===== config.mk =====
export PLATFORM = sky130hd
export DESIGN_NAME = multi_traffic_lights
export DESIGN_NICKNAME = d
export VERILOG_FILES = /design/src/rtl/multi_traffic_lights.sv
export SDC_FILE = /design/constraint.sdc
export NUM_CORES = 1
export LEC_CHECK = 0
export CORE_UTILIZATION = 40
export DETAILED_ROUTE_END_ITERATION = 8
export PLACE_DENSITY = 0.72
export SLEW_MARGIN = 20
export SYNTH_ARGS = -nofsm -noshare
export SYNTH_HDL_FRONTEND = slang
export SYNTH_SLANG_ARGS = --single-unit

===== constraint.sdc =====
create_clock -name clk -period 2.4 [get_ports clk]
set_input_delay 0.48 -clock clk [delete_from_list [all_inputs] [get_ports clk]]
set_output_delay 0.48 -clock clk [all_outputs]
set_load 0.02 [all_outputs]

===== src/rtl/multi_traffic_lights.sv =====
// N-way round-robin junction controller: one approach non-red at a time,
// all-red clearance between approaches, optional demand-actuated skip/extend.
module multi_traffic_lights #(
  parameter int N_WAYS           = 2,
  parameter int GREEN_CYCLES     = 3,
  parameter int AMBER_CYCLES     = 2,
  parameter int RED_AMBER_CYCLES = 1,
  parameter int ALLRED_CYCLES    = 1,
  parameter int DEMAND_MODE      = 0,
  localparam int AW = (N_WAYS > 2) ? $clog2(N_WAYS) : 1
) (
  input  logic                  clk,
  input  logic                  rst,
  input  logic [N_WAYS-1:0]     req,
  output logic [3*N_WAYS-1:0]   lights,
  output logic [AW-1:0]         active_way,
  output logic [1:0]            phase
);

  localparam int MAX_AG = (AMBER_CYCLES > GREEN_CYCLES) ? AMBER_CYCLES : GREEN_CYCLES;
  localparam int MAX_RA = (RED_AMBER_CYCLES > ALLRED_CYCLES) ? RED_AMBER_CYCLES : ALLRED_CYCLES;
  localparam int MAXD   = (MAX_AG > MAX_RA) ? MAX_AG : MAX_RA;
  localparam int CW     = $clog2(MAXD + 1);

  generate
    if (N_WAYS < 2 || N_WAYS > 8) begin : g_bad_n_ways
      $error("multi_traffic_lights: N_WAYS must be in 2..8");
    end
  endgenerate

  typedef enum logic [1:0] {
    ALL_RED   = 2'd0,
    RED_AMBER = 2'd1,
    GREEN     = 2'd2,
    AMBER     = 2'd3
  } phase_t;

  phase_t                state, state_n;
  logic [CW-1:0]         cnt, cnt_n;
  logic [AW-1:0]         way_n, pick, rr_next;
  logic [N_WAYS-1:0]     pending, pending_n, others;
  logic [3*N_WAYS-1:0]   lights_n;
  logic                  found, allred_done, green_done;
  logic [2:0]            code_n;

  assign phase = state;

  // Round-robin search over latched requests, starting just after active_way
  // and wrapping so that active_way itself is considered last.
  always_comb begin
    pick  = active_way;
    found = 1'b0;
    for (int unsigned k = 1; k <= unsigned'(N_WAYS); k++) begin
      int unsigned idx;
      idx = (32'(active_way) + k) % unsigned'(N_WAYS);
      if (!found && pending[idx]) begin
        found = 1'b1;
        pick  = AW'(idx);
      end
    end
  end

  always_comb begin
    others             = pending;
    others[active_way] = 1'b0;
    rr_next     = (active_way == AW'(N_WAYS - 1)) ? '0 : active_way + 1'b1;
    allred_done = (cnt == CW'(ALLRED_CYCLES - 1)) || (cnt == CW'(ALLRED_CYCLES));
    green_done  = (cnt == CW'(GREEN_CYCLES - 1)) || (cnt == CW'(GREEN_CYCLES));

    state_n = state;
    cnt_n   = cnt + 1'b1;
    way_n   = active_way;

    case (state)
      ALL_RED: begin
        if (allred_done && (DEMAND_MODE == 0 || found)) begin
          state_n = RED_AMBER;
          cnt_n   = '0;
          way_n   = (DEMAND_MODE != 0) ? pick : rr_next;
        end else if (cnt == CW'(ALLRED_CYCLES)) begin
          cnt_n = cnt;
        end
      end
      RED_AMBER: begin
        if (cnt == CW'(RED_AMBER_CYCLES - 1)) begin
          state_n = GREEN;
          cnt_n   = '0;
        end
      end
      GREEN: begin
        if (green_done && (DEMAND_MODE == 0 || (|others))) begin
          state_n = AMBER;
          cnt_n   = '0;
        end else if (cnt == CW'(GREEN_CYCLES)) begin
          cnt_n = cnt;
        end
      end
      default: begin
        if (cnt == CW'(AMBER_CYCLES - 1)) begin
          state_n = ALL_RED;
          cnt_n   = '0;
        end
      end
    endcase

    // Clearing on green entry is applied after the OR so it beats a same-edge request.
    pending_n = '0;
    if (DEMAND_MODE != 0) begin
      pending_n = pending | req;
      if (state == RED_AMBER && state_n == GREEN) pending_n[active_way] = 1'b0;
    end

    case (state_n)
      RED_AMBER: code_n = 3'b110;
      GREEN:     code_n = 3'b001;
      AMBER:     code_n = 3'b010;
      default:   code_n = 3'b100;
    endcase

    lights_n = '0;
    for (int unsigned i = 0; i < unsigned'(N_WAYS); i++) begin
      lights_n[3*i +: 3] = (AW'(i) == way_n) ? code_n : 3'b100;
    end
  end

  always_ff @(posedge clk) begin
    if (!rst) begin
      state      <= ALL_RED;
      cnt        <= '0;
      active_way <= AW'(N_WAYS - 1);
      pending    <= '0;
      lights     <= {N_WAYS{3'b100}};
    end else begin
      state      <= state_n;
      cnt        <= cnt_n;
      active_way <= way_n;
      pending    <= pending_n;
      lights     <= lights_n;
    end
  end

endmodule


==> results.md <==
* Result of the run: finished, final reports clean
* Power density relative to cell area at 1320 nW/um^2
* Clock period minus worst slack at 2000 ps
* Pin count of the biggest net entering global routing at 14
* Largest fanout on the critical path at 13
* Worst Skew at between 3 and 4 ps
* Type of the worst setup path: reg -> out
* Antenna cells at 0
* Post-route antenna net violation count at 0
* Global-route wire length before repair at 1.59 mm
* Sequential cell area in the final layout at about 220 um^2
* Cell at the root of the clock tree: sky130_fd_sc_hd__clkbuf_4
* Number of synthesized register bits at 11
* Post-cts repair resize count at 0
* Aggregate global-route resource usage at ~16%
* Global routing met3 resource utilization at 8.67%
* Core Rows at 12
* Vias in the first global route at about 380
* RSZ-0062 raised after global routing: false
* Number of DRC markers after the initial detailed-route iteration at 1
* Worst Path Arrival at approximately 1500 ps
* Die footprint at 1490 um^2
* Placed wire-length estimate after detailed placement at roughly 620 um
* Fillers at approximately 110
* DRC violations left at 0
* Number of different library cells in the post-synthesis netlist at 24
* Final Slew Violations at 0
* Height of the die at about 39 um
* Grt total ovfl at 0
* Met1 track utilization from global routing at roughly a fifth
* Static leakage at approximately 0.27 nW
* Top-Level Pins at 13
* Launching element type of the critical path: flip-flop
* Post-layout nets at 73
* GR Util met2 at roughly a quarter
* Starting Density at roughly 46%
* Number of sinks on the clock net at 11
* Clock latency on the worst-skew pair at ~270 ps
* Worst setup EP type: output pin
* Final wirelength at just under 900 um
* Detailed Routing Iterations Pass 1 at 2
* Cell type with the highest aggregate area in the netlist: sky130_fd_sc_hd__dfxtp_1
* Category of cells accounting for the largest share of critical-path delay: buffers and inverters
* Slowest stage cell, crit path: sky130_fd_sc_hd__clkdlybuf4s50_1
* Instance count of the mapped netlist at between 40 and 50
* Max frequency at roughly 0.50 GHz
* Overall die width at ~39 um
* Relative area change from synthesis to final layout at 22.6%
* Part of the Yosys area used for sequential elements at between 40% and 50%
* Avg WL per Cell at 11.7 um
* Standard cell core area at approximately 1200 um^2
* Input/output buffers at 10
* Global route hottest layer: met2
* Clock-pin slew on the worst setup and hold paths at around 60 ps
* Transition time at the pin with the least slew margin at between 400 and 500 ps
* Initial antenna violation count at 0
* Fraction of layout cells with a size suffix above 1 at a little over an eighth
* Multi-input logic area at 283 um^2
* Synth warn at 0
* Proportion of netlist area held by the largest area contributor at 41.0%
* Delay of the slowest cell on the worst path at between 600 and 700 ps
* Post-Synthesis Mean Instance Area at 11.0 um^2
* Share of the clock period used by the worst path at ~83%
* CTS tree: built
* Total power of the final layout at about 870 uW
* Final hold violation count at 0
* Buffers inserted during post-CTS setup optimization at 0
* Number of maximum-capacitance constraint violations at 0
* Gp weighted congestion at 0.746
* Maximum ir drop on the vdd rail at between 600 and 700 uV
* Via-to-Cell Ratio at roughly 5.0
* Cell types occupying the most area after synthesis: sky130_fd_sc_hd__dfxtp_1 41%, sky130_fd_sc_hd__ha_1 16%, sky130_fd_sc_hd__mux4_1 4.9%, sky130_fd_sc_hd__buf_6 4.2%, sky130_fd_sc_hd__o21ai_0 3.7%
* Critical Path, Cell by Cell: clkdlybuf4s50_1
* Hold bufs inserted after CTS at 0
* Relative max-transition margin at between 70 and 80%
* CTS Buffer Depth at 2
* Worst min-delay path class: reg -> reg
* Worst Path Buf+Inv at 1
* CTS HTree Levels at 1
* Number of nets in the synthesized netlist at 60
* Total negative slack at 0 ps
* Number of failing setup endpoints in the final timing report at 0
* Syn Std Cell Area at between 500 and 600 um^2
* Clock buffer count from CTS at 3
* Via count at 376
* Required time at the worst-slack endpoint at 1920 ps
cells in the final DEF, fill, tap and decap left out:
cell and n:
sky130_fd_sc_hd__dfxtp_1 11, sky130_fd_sc_hd__clkdlybuf4s50_1 10, sky130_fd_sc_hd__ha_1 7, sky130_fd_sc_hd__o21ai_0 4, sky130_fd_sc_hd__inv_1 3, sky130_fd_sc_hd__a21oi_1 3, sky130_fd_sc_hd__clkbuf_4 3, sky130_fd_sc_hd__nor3_1 2
sky130_fd_sc_hd__nor2_1 1, sky130_fd_sc_hd__o31a_2 1, sky130_fd_sc_hd__nor4_1 1, sky130_fd_sc_hd__mux2_2 1, sky130_fd_sc_hd__o41ai_1 1, sky130_fd_sc_hd__nor4b_1 1, sky130_fd_sc_hd__a211o_2 1, sky130_fd_sc_hd__and3b_2 1
sky130_fd_sc_hd__a21boi_0 1, sky130_fd_sc_hd__o21a_1 1, sky130_fd_sc_hd__nand2_1 1, sky130_fd_sc_hd__nand2b_1 1, sky130_fd_sc_hd__o31ai_1 1, sky130_fd_sc_hd__or4_4 1, sky130_fd_sc_hd__nand3_1 1, sky130_fd_sc_hd__mux4_1 1
sky130_fd_sc_hd__and2_1 1, sky130_fd_sc_hd__clkbuf_1 1
worst reg2reg max path, stage by stage, from the launching register on:
cell                      delay [ps]
sky130_fd_sc_hd__dfxtp_1         400
sky130_fd_sc_hd__inv_1           120
sky130_fd_sc_hd__ha_1            220
sky130_fd_sc_hd__nor4b_1         390
sky130_fd_sc_hd__o21ai_0         220
sky130_fd_sc_hd__nor3_1          190
Yosys cell counts:
| cell type | instances |
|---|---|
| sky130_fd_sc_hd__o21a_1 | 1 |
| sky130_fd_sc_hd__o21ai_0 | 4 |
| sky130_fd_sc_hd__a21boi_0 | 1 |
| sky130_fd_sc_hd__nor4b_1 | 1 |
| sky130_fd_sc_hd__dfxtp_1 | 11 |
| sky130_fd_sc_hd__o31a_2 | 1 |
| sky130_fd_sc_hd__buf_6 | 2 |
| sky130_fd_sc_hd__mux2_2 | 1 |
| sky130_fd_sc_hd__or4_4 | 1 |
| sky130_fd_sc_hd__nand3_1 | 1 |
| sky130_fd_sc_hd__nor2_1 | 1 |
| sky130_fd_sc_hd__nand2b_1 | 1 |
| sky130_fd_sc_hd__and3b_2 | 1 |
| sky130_fd_sc_hd__a211o_2 | 1 |
| sky130_fd_sc_hd__ha_1 | 7 |
| sky130_fd_sc_hd__o41ai_1 | 1 |
| sky130_fd_sc_hd__a21oi_1 | 3 |
| sky130_fd_sc_hd__inv_1 | 3 |
| sky130_fd_sc_hd__o31ai_1 | 1 |
| sky130_fd_sc_hd__nand2_1 | 1 |
| sky130_fd_sc_hd__and2_1 | 1 |
| sky130_fd_sc_hd__mux4_1 | 1 |
| sky130_fd_sc_hd__nor3_1 | 2 |
| sky130_fd_sc_hd__nor4_1 | 1 |
final timing paths:
path / startpoint / to / slack (ps) / cells after the start
worst min register to register: active_way / lights[5] / 480 / 1
worst max register to register: cnt[0] / lights[0] / 770 / 5
worst min-delay path: active_way / lights[5] / 480 / 1
worst max-delay path: phase[1] / phase[1] / 400 / 1
per-stage QoR:
| step | hold slack, ps | cell area (um^2) | std cells | setup WS [ps] | util (%) |
|---|---|---|---|---|---|
| global route | 515 | 658 | 75 | 328 | 56.2 |
| global placement | 445 | 632 | 71 | 691 | 54.0 |
| finish | 477 | 658 | 75 | 402 | 56.2 |
| CTS | 475 | 658 | 75 | 402 | 56.2 |
| floorplan | 500 | 537 | 49 | 932 | - |
| detailed placement | 459 | 632 | 71 | 696 | 54.0 |
layout make-up:
class,instances,area share (%)
Inverter,3,1.71
Multi-Input combinational cell,33,43.0
Timing Repair Buffer,10,15.2
Tap cell,14,2.66
Clock buffer,4,3.99
Sequential cell,11,33.5
layer usage:
layer	wire, um	vias to the layer above
li1	-	201
met2	399	10
met1	419	165
met4	0	0
met3	61	0
met5	0	-
kinds of logic after synthesis:
family / Yosys count / share of synthesized area (%)
DFF: 11 / 41.0
and+or+nand+nor: 11 / 13.3
muxes: 2 / 6.99
buffers and inverters: 5 / 6.29
adders and majority gates: 7 / 16.3
AOI/OAI and AO/OA: 13 / 16.1
power breakdown:
part | leakage [nW] | switching [mW] | internal (mW)
clock | 0.0150 | 0.0593 | 0.0644
combinational | 0.162 | 0.202 | 0.216
sequential | 0.0905 | 0.0787 | 0.248
total | 0.267 | 0.340 | 0.529
state kept, by name, indices dropped and copies added (netlist names):
name	flops
cnt	2
phase	2
lights	6
active_way	1
(Power assumes the default switching activity.)
==> RTL change (same settings) <==
`AMBER_CYCLES`: 2 -> 1.
--- a/src/rtl/multi_traffic_lights.sv
+++ b/src/rtl/multi_traffic_lights.sv
@@ -3,7 +3,7 @@
 module multi_traffic_lights #(
   parameter int N_WAYS           = 2,
   parameter int GREEN_CYCLES     = 3,
-  parameter int AMBER_CYCLES     = 2,
+  parameter int AMBER_CYCLES     = 1,
   parameter int RED_AMBER_CYCLES = 1,
   parameter int ALLRED_CYCLES    = 1,
   parameter int DEMAND_MODE      = 0,
Check against the original RTL: not equivalent (a bounded check fails within 10 cycles, from zero or initial values and one cycle with rst low).
==> RTL change against the original RTL <==
- wire length down 17%
- worst hold slack worse by 0.015 ns
- worst setup slack better by 0.098 ns
- power down 0.15%
- synthesized area down 7.0%
- die area down 6.6%
- sequential cell count unchanged
- final area down 4.0%
- first-iteration DRC count rose to 8.0 times the old value
- core utilization down 0.085 points
- highest routed layer is now met4
==> RTL change: results (changes against the original RTL) <==
outcome=completed; crit path DAT=1.42 ns (-0.10 ns); asr flop ratio synth=0% (unchanged); die area=1394 µm² (-6.6%); global-route usage over all layers=14.23% (-2.2 points); Pint=0.0005229 W (-1.1%); Worst Path Max Fanout=9 (-4); first-pass GRT wire length=1255 µm (-21%); Area contributors post-synth=dfxtp_1 44%, ha_1 18%, mux2i_1 6.0%; Worst Reg2Reg Path Length in Cells=5 (unchanged); via/cell ratio=4.865 (-3.0%); Placed Area=605.6 µm² (-4.2%); port bufs=10 (unchanged); largest net degree at the start of global routing=10 (-4); hpwl dp=575.8 µm (-7.4%); antenna violations before repair=0 (unchanged); CTS H-tree lvls=1 (unchanged); CTS resizes=0 (unchanged); Mapped Nets=58 (-3.3%); hold_buf cts=0 (unchanged); clk buf depth=2 (unchanged); Synth top cells by count=11 x dfxtp_1, 7 x ha_1, 4 x inv_1; Peak VDD IR=0.5791 mV (-7.2%); Largest register FFs=6 (unchanged); synth warn=0 (unchanged); largest reg by FF count=lights; Root Driver=clkbuf_4; layout cells sized above 1=8.333% (-4.8 points); Placer Congestion=0.7278 (-2.4%); Leak Pwr=0.2805 nW (+5.0%); hold path cells=1 (unchanged); R2R Setup Slk=0.71 ns (-0.06 ns); post-CTS setup buffers=0 (unchanged); slowest cell delay on critical path=0.67 ns; # diodes=0 (unchanged); worst skew pair latency=0.26 ns; Critical R2R Launch=cnt[0]; fraction of the yosys area taken by sequential cells=44.11% (+3.1 points); Worst Tran Pin Value=0.3670 ns (-0.04266 ns); Initial DRC Count=8 (+7); CP top delay family=buffers and inverters; library cells used by synthesis=18 (-25%); total CTS buffers=3 (unchanged); WL final=731 µm (-17%); Hold EP=lights[5]; Hold Crit Start=active_way; vias in the first global route=295 (-22%); clock slew at reported path FFs=0.07 ns; clk_skew=0.002971 ns (-0.0002471 ns); Final nets=72 (-1.4%); TritonRoute pass-1 iters=4 (+2); reg-to-reg endpoint=lights[1]
## RTL change: cell types whose count changed in the layout (fill, tap and decap cells not counted), moves of 2 or more
cell / unedited run / this run
and3b_1: 0 / 2
mux2i_1: 0 / 3
nand2_1: 1 / 3
nor3_1: 2 / 0
o21ai_0: 4 / 0
o21ai_1: 0 / 2
## RTL change: how the worst max path moves through the flow
stage,slack (ns),start,depth (start not counted),to
4_1_cts,0.49,phase[1],1,phase[1]
3_5_place_dp,0.70,rst,4,lights[0]
2_1_floorplan,0.82,cnt[0],5,lights[1]
6_report,0.50,phase[1],1,phase[1]
3_3_place_gp,0.71,rst,4,lights[0]
5_1_grt,0.43,phase[1],1,phase[1]
## RTL change: power by group through the flow
stage | combinational [W] | sequential [W] | clock (W)
after floorplan | 0.000262 | 0.000360 | 0
after global placement | 0.000424 | 0.000322 | 0
after detailed placement | 0.000432 | 0.000322 | 0
after CTS | 0.000432 | 0.000318 | 0.000127
after global routing | 0.000475 | 0.000330 | 0.000137
final | 0.000430 | 0.000317 | 0.000120
## RTL change: per-layer routing
layer / global-route usage, % / routed length (µm)
met1: 13.33 / 293
met2: 21.93 / 378
met3: 7.143 / 44
met4: 13.89 / 16
met5: 0 / 0
## RTL change: kinds of logic after synthesis
kind of cell	synth area share [%]
muxes	6.015
AOI/OAI and AO/OA	6.516
and+or+nand+nor	20.55
DFF	44.11
adders and majority gates	17.54
buffers and inverters	5.262
## RTL change: layout make-up
| class | instances | area [µm²] |
|---|---|---|
| Fill cell | 113 | 494.2 |
| Multi-Input combinational cell | 31 | 252.7 |
| Sequential cell | 11 | 220.2 |
| Tap cell | 14 | 17.52 |
| Clock buffer | 4 | 26.28 |
| Inverter | 4 | 15.01 |
| Timing Repair Buffer | 10 | 100.1 |
## RTL change: worst reg2reg max path, delay by kind of cell, from the launching register on
family,cells,cell delay (ns)
flops,1,0.39
fa+ha+maj,1,0.22
buf+inv,1,0.12
simple gates,3,0.85
## RTL change: metrics by stage
stage	setup slack, ns	std cells	utilization, %	hold WS [ns]	total power, W
2_1_floorplan	0.8195	47	-	0.4909	0.0006227
3_3_place_gp	0.7057	70	53.78	0.4404	0.0007461
3_5_place_dp	0.7042	70	53.78	0.4573	0.0007535
4_1_cts	0.4874	74	56.11	0.4626	0.0008767
5_1_grt	0.4251	74	56.11	0.4952	0.0009419
6_report	0.4997	74	56.11	0.4620	0.0008672
